## config.mk

```make
export PLATFORM = sky130hd
export DESIGN_NAME = prize_grid_manager_flat
export DESIGN_NICKNAME = d
export VERILOG_FILES = /design/src/rtl/prize_grid_if.sv /design/src/rtl/prize_grid_manager.sv /design/src/flat_wrapper.sv
export SDC_FILE = /design/constraint.sdc
export NUM_CORES = 1
export LEC_CHECK = 0
export ABC_CLOCK_PERIOD_IN_PS = 5800
export BUFFER_PORTS_ARGS = -buffer_cell sky130_fd_sc_hd__buf_4
export CAP_MARGIN = 5
export CORE_MARGIN = 1.5
export CORE_UTILIZATION = 54
export CTS_CLUSTER_SIZE = 20
export DETAILED_ROUTE_END_ITERATION = 6
export GPL_ROUTABILITY_DRIVEN = 0
export PLACE_DENSITY = 0.72
export SETUP_SLACK_MARGIN = 0.05
export SYNTH_ARGS = -nofsm -noshare
export SYNTH_HDL_FRONTEND = slang
export SYNTH_SLANG_ARGS = --single-unit
```

## constraint.sdc

```tcl
create_clock -name clk -period 5.8 [get_ports clk]
set_input_delay 0.87 -clock clk [delete_from_list [all_inputs] [get_ports clk]]
set_output_delay 0.87 -clock clk [all_outputs]
set_load 0.1 [all_outputs]
```

## src/rtl/prize_grid_if.sv

```systemverilog
// prize_grid_if: pixel lookup, collision and level-load signals between the VGA/game path and prize_grid_manager.
interface prize_grid_if #(
  parameter int ROWS = 7,
  parameter int COLS = 10,
  parameter int NUM_LVLS = 4,
  parameter int TYPE_W = 3
);
  localparam int LW = NUM_LVLS > 1 ? $clog2(NUM_LVLS) : 1;
  localparam int CW = $clog2(ROWS * COLS + 1);
  logic [10:0] pixelX, pixelY, bumpy_x, bumpy_y, tileTopLeftX, tileTopLeftY;
  logic startOfFrame, collision, load_lvl, collected, level_clear, busy;
  logic [9:0] random_prize;
  logic [LW-1:0] lvl;
  logic [TYPE_W-1:0] prize_type, collected_type;
  logic [1:0] random_prize_color;
  logic [CW-1:0] prizes_left;
  modport master (
    output pixelX, pixelY, startOfFrame, collision, bumpy_x, bumpy_y, random_prize, lvl, load_lvl,
    input prize_type, tileTopLeftX, tileTopLeftY, random_prize_color, collected, collected_type,
    prizes_left, level_clear, busy
  );
  modport slave (
    input pixelX, pixelY, startOfFrame, collision, bumpy_x, bumpy_y, random_prize, lvl, load_lvl,
    output prize_type, tileTopLeftX, tileTopLeftY, random_prize_color, collected, collected_type,
    prizes_left, level_clear, busy
  );
endinterface

```

## src/rtl/prize_grid_manager.sv

```systemverilog
// prize_grid_manager: per-level prize tile map with pixel lookup, collision clearing and score pulses.
// Optional PRIZE_RESPAWN_EN: one pending slot respawns the last collected prize after RESPAWN_FRAMES frames.
module prize_grid_manager #(
  parameter int ROWS = 7,
  parameter int COLS = 10,
  parameter int TILE_LOG2 = 6,
  parameter int NUM_LVLS = 4,
  parameter int TYPE_W = 3,
  parameter int RESPAWN_FRAMES = 240
) (
  input logic clk,
  input logic resetN,
  prize_grid_if.slave bus
);
  localparam int N = ROWS * COLS;
  localparam int CW = $clog2(N + 1);
  localparam int IW = $clog2(N);
  localparam int LW = NUM_LVLS > 1 ? $clog2(NUM_LVLS) : 1;
  localparam int XW = 11 - TILE_LOG2;
  typedef enum logic {LOAD, RUN} state_t;
  state_t r_state;
  logic [TYPE_W-1:0] r_map [N];
  logic [IW-1:0] r_idx;
  logic [LW-1:0] r_lvl;
  logic [XW-1:0] w_pc, w_pr, w_bc, w_br;
  logic w_pin, w_bin, w_hit, w_rs, w_unused;
  logic [IW-1:0] w_pidx, w_bidx;
  logic [TYPE_W-1:0] w_pval, w_bval, w_ld;
  logic [LW-1:0] w_lvl;
  function automatic logic [TYPE_W-1:0] lvl_cell(int l, int r, int c);
    return l == 0 ? ((r == 1 && c == 0) ? TYPE_W'(1) : '0) :
           l == 1 ? (r == 1 ? TYPE_W'(1) : '0) :
           l == 2 ? ((r == 1 || r == 3) ? TYPE_W'(2) : '0) :
                    (r == c ? TYPE_W'(3) : '0);
  endfunction
  always_comb begin
    w_pc = bus.pixelX[10:TILE_LOG2];
    w_pr = bus.pixelY[10:TILE_LOG2];
    w_bc = bus.bumpy_x[10:TILE_LOG2];
    w_br = bus.bumpy_y[10:TILE_LOG2];
    w_pin = int'(w_pc) < COLS && int'(w_pr) < ROWS;
    w_bin = int'(w_bc) < COLS && int'(w_br) < ROWS;
    w_pidx = IW'(int'(w_pr) * COLS + int'(w_pc));
    w_bidx = IW'(int'(w_br) * COLS + int'(w_bc));
    w_pval = w_pin ? r_map[w_pidx] : '0;
    w_bval = w_bin ? r_map[w_bidx] : '0;
    w_lvl = int'(bus.lvl) >= NUM_LVLS ? LW'(NUM_LVLS - 1) : bus.lvl;
    w_ld = lvl_cell(int'(r_lvl), int'(r_idx) / COLS, int'(r_idx) % COLS);
    w_hit = r_state == RUN && bus.collision && !bus.load_lvl && w_bval != '0;
  end
`ifdef PRIZE_RESPAWN_EN
  localparam int RW = RESPAWN_FRAMES > 1 ? $clog2(RESPAWN_FRAMES) : 1;
  logic r_rs_v;
  logic [IW-1:0] r_rs_idx;
  logic [TYPE_W-1:0] r_rs_t;
  logic [RW-1:0] r_rs_cnt;
  assign w_rs = r_rs_v && bus.startOfFrame && r_rs_cnt == RW'(RESPAWN_FRAMES - 1) && r_state == RUN &&
                !bus.load_lvl && !w_hit;
  assign w_unused = ^{bus.bumpy_x[TILE_LOG2-1:0], bus.bumpy_y[TILE_LOG2-1:0]};
  // A collection that empties the level leaves nothing to respawn.
  always_ff @(posedge clk or negedge resetN)
    if (!resetN) begin
      r_rs_v <= 1'b0;
      r_rs_idx <= '0;
      r_rs_t <= '0;
      r_rs_cnt <= '0;
    end else if (bus.load_lvl) r_rs_v <= 1'b0;
    else if (w_hit) begin
      r_rs_v <= bus.prizes_left != CW'(1);
      r_rs_idx <= w_bidx;
      r_rs_t <= w_bval;
      r_rs_cnt <= '0;
    end else if (w_rs) r_rs_v <= 1'b0;
    else if (r_rs_v && bus.startOfFrame) r_rs_cnt <= r_rs_cnt + RW'(1);
`else
  assign w_rs = 1'b0;
  assign w_unused = ^{bus.bumpy_x[TILE_LOG2-1:0], bus.bumpy_y[TILE_LOG2-1:0], bus.startOfFrame,
                      RESPAWN_FRAMES == 0};
`endif
  always_ff @(posedge clk or negedge resetN)
    if (!resetN) begin
      r_state <= LOAD;
      r_idx <= '0;
      r_lvl <= '0;
      for (int i = 0; i < N; i++) r_map[i] <= '0;
      bus.prize_type <= '0;
      bus.tileTopLeftX <= '0;
      bus.tileTopLeftY <= '0;
      bus.random_prize_color <= '0;
      bus.collected <= 1'b0;
      bus.collected_type <= '0;
      bus.prizes_left <= '0;
      bus.level_clear <= 1'b0;
      bus.busy <= 1'b1;
    end else begin
      bus.prize_type <= r_state == RUN ? w_pval : '0;
      bus.tileTopLeftX <= {w_pc, TILE_LOG2'(0)};
      bus.tileTopLeftY <= {w_pr, TILE_LOG2'(0)};
      bus.random_prize_color <= {bus.random_prize[4'(int'(w_pr) % 10)], bus.random_prize[4'(int'(w_pc) % 10)]};
      bus.collected <= w_hit;
      bus.level_clear <= 1'b0;
      if (w_hit) begin
        r_map[w_bidx] <= '0;
        bus.collected_type <= w_bval;
        bus.prizes_left <= bus.prizes_left - CW'(1);
        bus.level_clear <= bus.prizes_left == CW'(1);
      end else if (w_rs) begin
`ifdef PRIZE_RESPAWN_EN
        r_map[r_rs_idx] <= r_rs_t;
`endif
        bus.prizes_left <= bus.prizes_left + CW'(1);
      end
      if (bus.load_lvl) begin
        r_state <= LOAD;
        r_idx <= '0;
        r_lvl <= w_lvl;
        bus.prizes_left <= '0;
        bus.busy <= 1'b1;
      end else if (r_state == LOAD) begin
        r_map[r_idx] <= w_ld;
        bus.prizes_left <= bus.prizes_left + CW'(w_ld != '0);
        r_idx <= r_idx + IW'(1);
        if (r_idx == IW'(N - 1)) begin
          r_state <= RUN;
          bus.busy <= 1'b0;
          bus.level_clear <= bus.prizes_left == '0 && w_ld == '0;
        end
      end
    end
endmodule

```

## src/flat_wrapper.sv

```systemverilog
// flat-port wrapper written by rule: the top's interface ports become plain ports
module prize_grid_manager_flat 
#(
  parameter int ROWS = 7,
  parameter int COLS = 10,
  parameter int TILE_LOG2 = 6,
  parameter int NUM_LVLS = 4,
  parameter int TYPE_W = 3,
  parameter int RESPAWN_FRAMES = 240
)
  (clk, resetN, bus_pixelX, bus_pixelY, bus_startOfFrame, bus_collision, bus_bumpy_x, bus_bumpy_y, bus_random_prize, bus_lvl, bus_load_lvl, bus_prize_type, bus_tileTopLeftX, bus_tileTopLeftY, bus_random_prize_color, bus_collected, bus_collected_type, bus_prizes_left, bus_level_clear, bus_busy);
  prize_grid_if #(.ROWS(ROWS), .COLS(COLS), .NUM_LVLS(NUM_LVLS), .TYPE_W(TYPE_W)) bus_i ();
  input logic clk;
  input logic resetN;
  input wire logic [$bits(bus_i.pixelX)-1:0] bus_pixelX;
  input wire logic [$bits(bus_i.pixelY)-1:0] bus_pixelY;
  input wire logic [$bits(bus_i.startOfFrame)-1:0] bus_startOfFrame;
  input wire logic [$bits(bus_i.collision)-1:0] bus_collision;
  input wire logic [$bits(bus_i.bumpy_x)-1:0] bus_bumpy_x;
  input wire logic [$bits(bus_i.bumpy_y)-1:0] bus_bumpy_y;
  input wire logic [$bits(bus_i.random_prize)-1:0] bus_random_prize;
  input wire logic [$bits(bus_i.lvl)-1:0] bus_lvl;
  input wire logic [$bits(bus_i.load_lvl)-1:0] bus_load_lvl;
  output wire logic [$bits(bus_i.prize_type)-1:0] bus_prize_type;
  output wire logic [$bits(bus_i.tileTopLeftX)-1:0] bus_tileTopLeftX;
  output wire logic [$bits(bus_i.tileTopLeftY)-1:0] bus_tileTopLeftY;
  output wire logic [$bits(bus_i.random_prize_color)-1:0] bus_random_prize_color;
  output wire logic [$bits(bus_i.collected)-1:0] bus_collected;
  output wire logic [$bits(bus_i.collected_type)-1:0] bus_collected_type;
  output wire logic [$bits(bus_i.prizes_left)-1:0] bus_prizes_left;
  output wire logic [$bits(bus_i.level_clear)-1:0] bus_level_clear;
  output wire logic [$bits(bus_i.busy)-1:0] bus_busy;
  assign bus_i.pixelX = bus_pixelX;
  assign bus_i.pixelY = bus_pixelY;
  assign bus_i.startOfFrame = bus_startOfFrame;
  assign bus_i.collision = bus_collision;
  assign bus_i.bumpy_x = bus_bumpy_x;
  assign bus_i.bumpy_y = bus_bumpy_y;
  assign bus_i.random_prize = bus_random_prize;
  assign bus_i.lvl = bus_lvl;
  assign bus_i.load_lvl = bus_load_lvl;
  assign bus_prize_type = bus_i.prize_type;
  assign bus_tileTopLeftX = bus_i.tileTopLeftX;
  assign bus_tileTopLeftY = bus_i.tileTopLeftY;
  assign bus_random_prize_color = bus_i.random_prize_color;
  assign bus_collected = bus_i.collected;
  assign bus_collected_type = bus_i.collected_type;
  assign bus_prizes_left = bus_i.prizes_left;
  assign bus_level_clear = bus_i.level_clear;
  assign bus_busy = bus_i.busy;
  prize_grid_manager #(.ROWS(ROWS), .COLS(COLS), .TILE_LOG2(TILE_LOG2), .NUM_LVLS(NUM_LVLS), .TYPE_W(TYPE_W), .RESPAWN_FRAMES(RESPAWN_FRAMES)) u_core (.clk(clk), .resetN(resetN), .bus(bus_i));
endmodule
```

# After elaboration in Yosys (flattened, before gate mapping)
# Cells that the tools add are included.
[op_classes]
mux = 45
multipliers = 2
bitwise = 5
n_eq_ne = 9
n_reduce_logical = 19
order_cmp = 11
n_addsub = 5
div = 4
[ops]
columns = ["op", "count"]
rows = [
  ["$mux 210", 3],
  ["$and 210x210->210", 1],
  ["$bwmux 210", 1],
  ["$not 210->210", 1],
  ["$mod 6x5->32 const B", 2],
  ["$bmux 3 s7", 2],
  ["$demux 3 s7", 2],
  ["$mux 3", 12],
  ["$mux 7", 5],
  ["$div 8x5->32 const B", 1],
  ["$eq 32x2->1 const B", 1],
  ["$eq 32x3->1 const B", 1],
  ["$eq 32x32->1", 1],
  ["$logic_not 32->1", 1],
  ["$mod 8x5->32 const B", 1],
  ["$ge 8x8->1 const B", 3],
  ["$not 7->8", 3],
  ["$lt 8x1->1 const B", 2],
  ["$mux 1", 16],
  ["$add 7x6->7", 2],
  ["$lt 4x6->1 const B", 2],
  ["$mul 5x3->6 const B", 2],
  ["$lt 5x3->1 const B", 2],
  ["$lt 5x4->1 const B", 2],
  ["19 further kinds", 31],
]
[word_totals]
register_bits = 248
wordCells = 182

# Longest topological paths before layout
# Gate-level depths: netlist of the first run.
[logic_depth]
ltp_word = 13
ltp_mapped = 28

# Worst setup path after synthesis of the first run
# OpenSTA, ideal clock, no wires.
[synth_path]
kind = "register to register"
from = "register u_core.r_idx[4]"
to = "register u_core.bus.prizes_left[4] in the netlist's numbering"
stages_incl_launch_ff = 28
setup_time_ps = 125
setup_slack_ps = 557
arrival_time_ps = 5119
synth_period_minus_slack_ps = 5243
cell_sequence = "dfrtp_1 buf_6 buf_4 inv_1 ha_1 inv_1 ha_1 nor2b_1 a21oi_1 a211o_1 a21boi_4 buf_6 xnor2_1 ha_1 or4_1 o211ai_1 a21oi_1 o2bb2ai_1 a41oi_2 buf_6 buf_12 o211ai_1 ha_1 ha_1 nor2b_1 nand3_1 o31a_1 mux2_2"
[synth_between]
elab_chain_cells = 11
word_cells_on_any_way = 19
classes_between = "1 x add/sub; 2 x div; 3 x eq/ne; 9 x mux; 4 x reduce/logical"
[synth_lines]
columns = ["item", "line", "source"]
rows = [
  ["start, declared", "prize_grid_manager.sv:23", "logic [IW-1:0] r_idx;"],
  ["start signal, assigned", "prize_grid_manager.sv:122", "r_idx <= r_idx + IW'(1);"],
  ["$div 8x5->32", "prize_grid_manager.sv:48", "w_ld = lvl_cell(int'(r_lvl), int'(r_idx) / COLS, int'(r_idx) % COLS);"],
  ["$eq 32x2->1 or $eq 32x3->1 (tied branches)", "prize_grid_manager.sv:31, prize_grid_manager.sv:32, prize_grid_manager.sv:33", ""],
  ["$logic_or 1x1->1", "prize_grid_manager.sv:33", "l == 2 ? ((r == 1 || r == 3) ? TYPE_W'(2) : '0) :"],
  ["$mux 2", "prize_grid_manager.sv:33", ""],
  ["$mux 3", "prize_grid_manager.sv:33", ""],
  ["$mux 3", "prize_grid_manager.sv:32", "l == 1 ? (r == 1 ? TYPE_W'(1) : '0) :"],
  ["$mux 3 (*)", "prize_grid_manager.sv:31", "return l == 0 ? ((r == 1 && c == 0) ? TYPE_W'(1) : '0) :"],
  ["$reduce_bool 3->1 (*)", "prize_grid_manager.sv:121", "bus.prizes_left <= bus.prizes_left + CW'(w_ld != '0);"],
  ["$add 7x1->7 (*)", "prize_grid_manager.sv:121", ""],
  ["$mux 7 (*)", "prize_grid_manager.sv:119", "end else if (r_state == LOAD) begin"],
  ["$mux 7 (*)", "prize_grid_manager.sv:113", "if (bus.load_lvl) begin"],
  ["end signal, assigned", "prize_grid_manager.sv:105", "bus.prizes_left <= bus.prizes_left - CW'(1);"],
  ["end signal, assigned", "prize_grid_manager.sv:111", "bus.prizes_left <= bus.prizes_left + CW'(1);"],
  ["end signal, assigned", "prize_grid_manager.sv:121", ""],
  ["end, declared", "prize_grid_if.sv:25", "prizes_left, level_clear, busy"],
]
# Mark *: on every way between the ends. The rest lies on a longest branch, timed or not.
# A chain may end at the register's enable or synchronous reset.

# Worst setup path after layout of the first run
[layout_path]
from = "register u_core.r_idx[5]"
to = "register u_core.bus.prizes_left[6] in the netlist's numbering"
# Same word-level chain as after synthesis.

==> results.cfg, run 1 <==
[placed_design]
hpwl_um = 37900
port_buffers = 63

[cells_and_area]
area_growth_pct = 12.1
drive_gt1_share_pct = 20.2
n_fill_cell = 2437
nNetsFinal = 1758
final_util_pct = 61.5

[routing]
drt_first_iter_violations = 1988
routed_wl_um = 53800
num_vias = 14600
ant_nets = 0
met2_length_um = 23600
wl_met3_um = 6700
wire_per_inst_um = 26.0
drc = 0
via_per_inst = 7.06
drtPass1Iterations = 6
drt-met1-wl_um = 20300
highest_layer = met4

[die]
rows = 63
die-area_mm2 = 0.0312
io_pins = 101
initial_utilization_pct = 54.9
core_mm2 = 0.0296
fp.dieH_um = 177
die_w_um = 177

[sta]
hold_violations = 0
finalSetupViolCount = 0
slew_viol_final = 0
clock.fmax_mhz = 185
slew_headroom_pct = 21.0
tns_ns = 0
min_period_ns = 5.39
period_share_pct = 93.0
skew_ns = 0.0165
worstMarginPinSlew_ns = 1.18
timing.hold.ws_ns = 0.367
grt_setup_unrepaired = false

[hold_path]
hold_class = input pin to asynchronous set/reset pin

[setup_path]
cp-startpoint = u_core.r_idx[5]
ff2ff_setup_slack_ns = 0.41
cpMostUsedCell = ha_1
r2r-start = u_core.r_idx[5]
path_buf_inv = 2
critPathKind = flop to flop
cp_top_family = compound AO/OA/AOI/OAI gates
required_ns = 6.24
critPathLaunchType = flop
path_max_fanout = 15
path_cells = inv_1 -> ha_1 -> inv_1 -> ha_1 -> nor2b_1 -> a21oi_1 -> a211o_1 -> a21boi_4 -> xnor2_1 -> ha_1 -> or4_1 -> o211ai_1 -> a21oi_1 -> o2bb2ai_1 -> a41oi_4 -> o211ai_1 -> ha_1 -> ha_1 -> nor2b_1 -> nand3_1 -> o31a_1 -> mux2_2
end_kind = flop
max_stage_delay_ns = 0.53
arrival_ns = 5.84
slowest_stage = or4_1

[logic_synthesis]
synth-edff-count = 0
async_reset_ff_share_pct = 100
synth_top_cell_by_area = dfrtp_1
synth.top_cells.by_area = dfrtp_1, mux4_2, nand2_1
synth_area_mm2 = 0.0163
ys_ff_latch = 248
synthFlopType = dfrtp_1
syn_inst = 1602
yosysUniqueCellTypes = 93
synth_area_per_cell_um2 = 10.1
synth-seq-area-share_pct = 38.2
yosysWarnings = 0
synth_top_area_share_pct = 38.0

[cts]
cts_max_path_buffers = 3
cts_sinks = 248
ctsHoldBuffers = 0
cts_root_buf = clkbuf_16
cts_setup_buffers = 0
htree_levels = 1
cts.clk_slew.worst_paths_ns = 0.06
cts_tree = built
clkLatencyLatePin_ns = 0.56
cts_buffers = 28

[power]
ir_drop_mv = 0.242
leakage_nw = 7.99
power_density_mw_per_mm2 = 256

[global_route]
track_usage_pct = 35.1
antenna_found_initial = 1
grt_max_degree = 138
gr-total-overflow = 0
grt_pass1_wl_um = 83500
grt_pass1_vias = 14100

[status]
status = finished clean

[job]
cap_violations = 0
==> kinds of logic after synthesis <==
| kind of cell | count (synthesis) | synth area share (%) |
|---|---|---|
| other | 1 | 0.0231 |
| buffers and inverters | 142 | 4.50 |
| AO/OA/AOI/OAI | 408 | 17.4 |
| adder cells (fa/ha/maj) | 40 | 3.26 |
| flip-flops | 248 | 38.2 |
| AND/OR/NAND/NOR | 583 | 18.1 |
| XOR/XNOR | 28 | 1.72 |
| multiplexers | 152 | 16.8 |
==> cell usage in the layout (no fill, tap or decap), types with 29 or more instances in the layout <==
cell	netlist	final
clkbuf_16	0	29
o22ai_1	35	35
o211ai_1	37	37
a31oi_1	29	29
mux2i_1	33	33
dfrtp_1	247	246
nor2_1	95	95
ha_1	35	33
and3_1	83	83
mux4_2	85	85
nand2_1	189	189
a21oi_1	67	67
buf_4	16	120
o21ai_0	86	86
nand3_1	36	36
==> metrics by stage <==
step | power (W) | cells | area, um2 | setup WS (ns)
after floorplan | 0.00245 | 1613 | 16300 | 0.557
after global placement | 0.00280 | 2018 | 17300 | 0.230
after detailed placement | 0.00282 | 2018 | 17300 | 0.235
after CTS | 0.00464 | 2067 | 18200 | 0.352
after global routing | 0.00478 | 2067 | 18200 | 0.0727
final | 0.00467 | 2069 | 18200 | 0.405
==> area by class of cell <==
type	instances	area, um2	area share, %
Inverter	30	113	0.618
Clock inverter	14	155	0.851
Timing Repair Buffer	127	1040	5.69
Clock buffer	35	788	4.33
Sequential cell	248	6210	34.1
Antenna cell	2	5.00	0.0275
Tap cell	390	488	2.68
Multi-Input combinational cell	1223	9430	51.7
==> power breakdown <==
group | switching [W] | leakage (nW) | internal, W
clock | 0.000752 | 0.471 | 0.00109
sequential | 0.0000105 | 3.43 | 0.00174
combinational | 0.000751 | 4.09 | 0.000318
total | 0.00151 | 7.99 | 0.00315
==> state kept, by name, indices dropped and copies added (netlist names), 2 cells and up <==
name                           flops
u_core.bus.prizes_left             7
u_core.bus.prize_type              3
u_core.bus.random_prize_color      2
u_core.r_lvl                       2
u_core.bus.tileTopLeftY            5
u_core.bus.tileTopLeftX            5
u_core.r_idx                       7
u_core.r_map                     210
u_core.bus.collected_type          3
==> final timing paths <==
check / end / cells past startpoint
hold / removal: u_core.r_map[18] / 1
setup / recovery: u_core.bus.prizes_left[6] / 22
hold reg to reg: u_core.bus.busy / 1
min in group clk: u_core.bus.tileTopLeftX[9] / 1
max in group asynchronous: u_core.r_map[199] / 2
setup reg to reg: u_core.bus.prizes_left[6] / 22
==> synth_stat cells (16+ instances only) <==
| master | instances |
|---|---|
| dfrtp_1 | 247 |
| ha_1 | 35 |
| nor2b_1 | 19 |
| inv_1 | 27 |
| o22ai_1 | 35 |
| clkbuf_1 | 47 |
| buf_4 | 16 |
| nor2_1 | 95 |
| or4_1 | 20 |
| o21ai_0 | 86 |
| buf_2 | 26 |
| mux2_2 | 25 |
| nand3_1 | 36 |
| and3_1 | 83 |
| mux4_2 | 85 |
| nand2b_1 | 17 |
| o211ai_1 | 37 |
| mux2i_1 | 33 |
| nor3_1 | 25 |
| xnor2_1 | 20 |
| or3_1 | 28 |
| a31oi_1 | 29 |
| a21oi_1 | 67 |
| o221ai_1 | 20 |
| nand2_1 | 189 |
==> metal layers <==
layer,up-vias,global-route usage [%]
met5,-,0
li1,6217,-
met3,234,9.32
met1,7149,46.6
met4,0,18.3
met2,1011,52.9
==> repair_timing <==
action / 4_1_cts / 5_1_grt
hold endpoints to repair: 0 / 0
endpoints found under the setup margin: 0 / 2
gates resized for setup: 0 / 1
Note: power is estimated with default switching activity, not from simulation.
==> inputs of run 2 (changes only) <==
--- a/config.mk
+++ b/config.mk
@@ -5,7 +5,7 @@
 export SDC_FILE = /design/constraint.sdc
 export NUM_CORES = 1
 export LEC_CHECK = 0
-export ABC_CLOCK_PERIOD_IN_PS = 5800
+export ABC_CLOCK_PERIOD_IN_PS = 5900
 export BUFFER_PORTS_ARGS = -buffer_cell sky130_fd_sc_hd__buf_4
 export CAP_MARGIN = 5
 export CORE_MARGIN = 1.5
==> constraint.sdc (replaced) <==
create_clock -name clk -period 5.9 [get_ports clk]
set_input_delay 0.885 -clock clk [delete_from_list [all_inputs] [get_ports clk]]
set_output_delay 0.885 -clock clk [all_outputs]
set_load 0.1 [all_outputs]
==> run 2 against run 1 <==
The flow now finishes with violations (DRC). Critical path depth shrank 7. Global-route usage up 0.37 points. Non-clock buffer count increased by 4. Sequential power is essentially flat. Final area barely moved. Count of clock-buffer cells in the layout grew 7. Die area is the same. Via count up 0.45%. Sequential share of layout area hardly changed. First-iteration DRC count up 4.4%. Clock skew fell by 0.0026 ns. Critical endpoint is now u_core.r_map[17]. Highest routed layer unchanged.
==> results.cfg, run 2 (same netlist as run 1, synthesis figures left out) <==
[status]
status = finished, violations left
violations = DRC

[cts]
cts_root_buf = clkbuf_16
ctsHoldBuffers = 0
cts_max_path_buffers = 3
cts_buffers = 29
cts_resized = 0
cts.clk_slew.worst_paths_ns = 0.07
htree_levels = 1
cts_tree = built
cts_setup_buffers = 0
cts_sinks = 248
clkLatencyLatePin_ns = 0.56

[routing]
ant_nets = 0
num_vias = 14700
via_per_inst = 7.08
drtPass1Iterations = 7
drt_first_iter_violations = 2075
wire_per_inst_um = 26.2
routed_wl_um = 54400
drc = 14

[die]
die_w_um = 177
core_mm2 = 0.0296
rows = 63
initial_utilization_pct = 54.9
fp.dieH_um = 177
io_pins = 101
die-area_mm2 = 0.0312

[global_route]
grt_pass1_vias = 14300
grt_max_degree = 147
antenna_found_initial = 1
track_usage_pct = 35.5
grt_pass1_wl_um = 84100
gr-total-overflow = 0

[setup_path]
r2r-end = u_core.bus.prizes_left[6]
arrival_ns = 5.89
critPathLaunchType = input pin
critPathKind = input pin to flop
required_ns = 6.30
path_max_fanout = 28
r2r-start = u_core.r_idx[4]
end_kind = flop
ff2ff_setup_slack_ns = 0.58
cp-startpoint = bus_bumpy_x[7]
worstRegToRegCells = 22

[sta]
slew_headroom_pct = 17.5
skew_ns = 0.0139
grt_setup_unrepaired = false
tns_ns = 0
slew_viol_final = 0
period_share_pct = 93.1
finalSetupViolCount = 0
hold_violations = 0
worstMarginPinSlew_ns = 1.23
timing.hold.ws_ns = 0.351
clock.fmax_mhz = 182
min_period_ns = 5.50

[cells_and_area]
nNetsFinal = 1763
largest_reg_flops = 210
final_common_cell = dfrtp_1
area_growth_pct = 12.1
top_regs = u_core.r_map x210, u_core.bus.prizes_left x7, u_core.r_idx x7
layout_common_cells = dfrtp_1, nand2_1, buf_4, nor2_1, o21ai_0
fin_cells = 2074
regMostFlops = u_core.r_map
drive_gt1_share_pct = 20.3

[power]
ir_drop_mv = 0.216
power_density_mw_per_mm2 = 252
leakage_nw = 7.98

[placed_design]
hpwl_um = 38200
place_inst = 2022
port_buffers = 63

[hold_path]
hold_class = input pin to asynchronous set/reset pin

[job]
cap_violations = 0
-- run 2: cell count changes in the layout (fill, tap and decap cells not counted), moves of 2 or more --
cell | before | now
buf_12 | 6 | 3
clkbuf_8 | 4 | 9
clkbuf_1 | 2 | 4
buf_4 | 120 | 127
bufinv_16 | 3 | 1
clkinv_2 | 8 | 2
clkinvlp_4 | 1 | 4
-- run 2: worst max path at each step --
stage               slack, ns  cells after the start                        end
CTS                      0.63                     22  u_core.bus.prizes_left[6]
detailed placement       0.21                     16           u_core.r_map[15]
floorplan                0.66                     27  u_core.bus.prizes_left[4]
global placement         0.26                     17           u_core.r_map[16]
finish                   0.40                     15           u_core.r_map[17]
global route             0.18                     22  u_core.bus.prizes_left[4]
-- run 2: metrics by stage --
| step | cell area, um2 | worst slack (ns) | power [W] | util (%) |
|---|---|---|---|---|
| 3_3_place_gp | 17300 | 0.260 | 0.00275 | 58.3 |
| 5_1_grt | 18200 | 0.178 | 0.00470 | 61.5 |
| 3_5_place_dp | 17300 | 0.208 | 0.00277 | 58.3 |
| 6_report | 18200 | 0.405 | 0.00459 | 61.5 |
| 4_1_cts | 18200 | 0.631 | 0.00455 | 61.5 |
| 2_1_floorplan | 16300 | 0.657 | 0.00240 | - |
-- run 2: area by class of cell --
type	count	area [um2]
Fill cell	2417	11400
Multi-Input combinational cell	1223	9430
Sequential cell	248	6210
Timing Repair Buffer	131	1030
Clock buffer	42	865
Tap cell	390	488
Inverter	30	113
Clock inverter	9	87.6
Antenna cell	1	2.50
-- run 2: metal layers --
metal / wire [um] / share of wire [%] / GRT usage (%) / vias to the layer above
met5: 0 / 0 / 0 / -
met4: 3220 / 5.9 / 18.2 / 0
met3: 7080 / 13 / 10.8 / 243
met2: 23700 / 44 / 53.1 / 1041
met1: 20400 / 38 / 46.5 / 7157
li1: - / - / - / 6236
-- run 2: worst max-delay path, cell delays in order --
cell      delay, ns
buf_4          0.13
ha_2           0.18
fa_2           0.87
buf_4          0.26
nand2b_1       0.46
o22ai_1        0.13
a211oi_1       0.71
o31ai_1        0.31
o311ai_2       0.41
buf_4          0.23
o31ai_4        0.06
buf_4          0.25
inv_2          0.33
buf_4          0.46
a41oi_1        0.19
-- run 2: report_power, final --
part           total [W]  internal (W)  leakage [nW]  switching [W]
clock network    0.00181       0.00105         0.458       0.000753
registers        0.00173       0.00172          3.43      0.0000102
logic            0.00106      0.000312          4.09       0.000745
total            0.00459       0.00308          7.98        0.00151
==> inputs of run 3 (changes only) <==
--- a/config.mk
+++ b/config.mk
@@ -13,8 +13,9 @@
 export CTS_CLUSTER_SIZE = 20
 export DETAILED_ROUTE_END_ITERATION = 6
 export GPL_ROUTABILITY_DRIVEN = 0
-export PLACE_DENSITY = 0.72
+export PLACE_DENSITY = 0.78
 export SETUP_SLACK_MARGIN = 0.05
 export SYNTH_ARGS = -nofsm -noshare
 export SYNTH_HDL_FRONTEND = slang
 export SYNTH_SLANG_ARGS = --single-unit
+export TNS_END_PERCENT = 30
==> run 3 against run 2 <==
The flow finishes with violations (capacitance limit). Sequential cell count did not move. Register-to-register slack got worse by 0.08 ns. Via count rose by 1.3%. Critical endpoint is now u_core.bus.prizes_left[6]. Die area stayed put. Sequential share of layout area rose by 0.15 points. Largest cell class unchanged. Clock skew rose by 0.0010 ns. Largest power group unchanged. Final area shrank 0.41%. Worst hold slack gained 0.044 ns. Global-route usage decreased by 0.20 points. Critical path depth rose by 7.
==> results.cfg, run 3 (same netlist as run 1, synthesis figures left out) <==
[status]
status = finished, violations left
violations = capacitance limit

[cells_and_area]
layout_common_cells = dfrtp_1, nand2_1, buf_4, nor2_1, o21ai_0
top_regs = u_core.r_map x210, u_core.bus.prizes_left x7, u_core.r_idx x7
largest_reg_flops = 210
multi_input_area_mm2 = 0.00942
drive_gt1_share_pct = 19.8
regMostFlops = u_core.r_map
area_growth_pct = 11.6
regArea_mm2 = 0.00621
nNetsFinal = 1750
final_common_cell = dfrtp_1
n_fill_cell = 2421

[placed_design]
hpwl_um = 37600
port_buffers = 63

[sta]
clock.fmax_mhz = 185
finalSetupViolCount = 0
skew_ns = 0.0150
grt_setup_unrepaired = false
period_share_pct = 91.5
slew_headroom_pct = 1.48
slew_viol_final = 0
worstMarginPinSlew_ns = 1.47
hold_violations = 0
min_period_ns = 5.40
tns_ns = 0

[setup_path]
cp-startpoint = u_core.r_idx[5]
required_ns = 6.33
endpoint = u_core.bus.prizes_left[6]
end_kind = flop
r2r-end = u_core.bus.prizes_left[6]
path_max_fanout = 15
ff2ff_setup_slack_ns = 0.50
r2r-start = u_core.r_idx[5]
critPathLaunchType = flop
critPathKind = flop to flop
arrival_ns = 5.83
worstRegToRegCells = 22

[global_route]
grt_max_degree = 131
track_usage_pct = 35.3
grt_use_met1_pct = 46.0
met2_usage_pct = 52.6
use_met3_pct = 9.39
gr-total-overflow = 0
grt_pass1_wl_um = 84400
antenna_found_initial = 2
grt_pass1_vias = 14500
top_usage_layer = met2

[cts]
cts_sinks = 248
cts_max_path_buffers = 3
htree_levels = 1
cts_buffers = 26
clkLatencyLatePin_ns = 0.55
cts.clk_slew.worst_paths_ns = 0.07
cts_root_buf = clkbuf_16
cts_setup_buffers = 0
cts_tree = built

[routing]
drc = 0
num_vias = 14900
drtPass1Iterations = 6
ant_nets = 0
via_per_inst = 7.22
routed_wl_um = 54300
wire_per_inst_um = 26.3
drt_first_iter_violations = 2254

[power]
leakage_nw = 7.93
ir_drop_mv = 0.197
p_switching_w = 0.00150
power.internal_w = 0.00309
pwr-share-seq_pct = 37.5
pwr-share-clk_pct = 39.5
comb_power_share_pct = 23.0
power_density_mw_per_mm2 = 253
netSwitchingFraction_pct = 32.7
total_power_w = 0.00460

[die]
core_mm2 = 0.0296
die_w_um = 177
rows = 63
fp.dieH_um = 177
die-area_mm2 = 0.0312
io_pins = 101
initial_utilization_pct = 54.9

[job]
cap_violations = 1

[hold_path]
hold_class = input pin to asynchronous set/reset pin
==> run 3: cell count changes in the layout (fill, tap and decap cells not counted), moves of 2 or more <==
cell,before,now
buf_4,127,116
clkbuf_1,4,1
clkbuf_16,29,27
clkbuf_8,9,5
clkinv_4,2,4
bufinv_16,1,4
==> run 3: how the worst min path moves through the flow <==
stage / start / endpoint / depth (start not counted)
finish: resetN / u_core.r_map[35] / 1
floorplan: u_core.r_map[140] / u_core.r_map[140] / 2
CTS: resetN / u_core.r_map[35] / 1
detailed placement: u_core.bus.collected_type[0] / u_core.bus.collected_type[0] / 1
global placement: u_core.bus.collected_type[0] / u_core.bus.collected_type[0] / 1
global route: resetN / u_core.r_map[35] / 1
==> run 3: per-stage QoR <==
step | util (%) | worst slack, ns | cell area (um2) | hold slack [ns] | instances
after floorplan | - | 0.657 | 16300 | 0.480 | 1613
after global placement | 58.0 | 0.475 | 17200 | 0.496 | 2012
after detailed placement | 58.0 | 0.434 | 17200 | 0.491 | 2012
after CTS | 61.2 | 0.457 | 18100 | 0.460 | 2059
after global routing | 61.2 | 0.128 | 18100 | 0.478 | 2059
final | 61.2 | 0.502 | 18100 | 0.395 | 2061
==> run 3: cell type report <==
cell class,count,share of cell area [%]
clock buffers,33,4.12
repair buffers,121,5.32
well taps,390,2.69
clock inverters,14,1.06
flip-flops and latches,248,34.2
diodes,2,0.0276
multi-input cells,1223,51.9
inverters,30,0.621
==> run 3: power groups by stage <==
stage,sequential [W],combinational [W],clock [W]
final,0.00172,0.00106,0.00182
after global routing,0.00172,0.00110,0.00188
after CTS,0.00172,0.00101,0.00182
after detailed placement,0.00176,0.00100,0
after global placement,0.00175,0.000985,0
after floorplan,0.00182,0.000588,0
==> run 3: routing by layer <==
metal | wire length, um | vias up
met1 | 19400 | 7217
met3 | 7140 | 276
met2 | 24000 | 1185
li1 | - | 6195
met4 | 3740 | 0
met5 | 0 | -
==> run 3: timing repair <==
item	in CTS	in global routing
hold buffers	0	0
setup endpoints to repair	0	2
resized for setup	0	1
==> run 3: worst max-delay path: stages, from the launching register on <==
cell and delay (ns):
dfrtp_2 0.50, inv_1 0.20, ha_1 0.18, inv_1 0.04, ha_1 0.37, nor2b_1 0.18
a21oi_1 0.16, a211o_1 0.31, a21boi_4 0.34, xnor2_1 0.22, ha_1 0.30, or4_1 0.53
o211ai_1 0.10, a21oi_1 0.06, o2bb2ai_1 0.23, a41oi_4 0.22, o211ai_1 0.13, ha_1 0.22
ha_1 0.19, nor2b_1 0.16, nand3_1 0.14, o31a_1 0.15, mux2_2 0.33
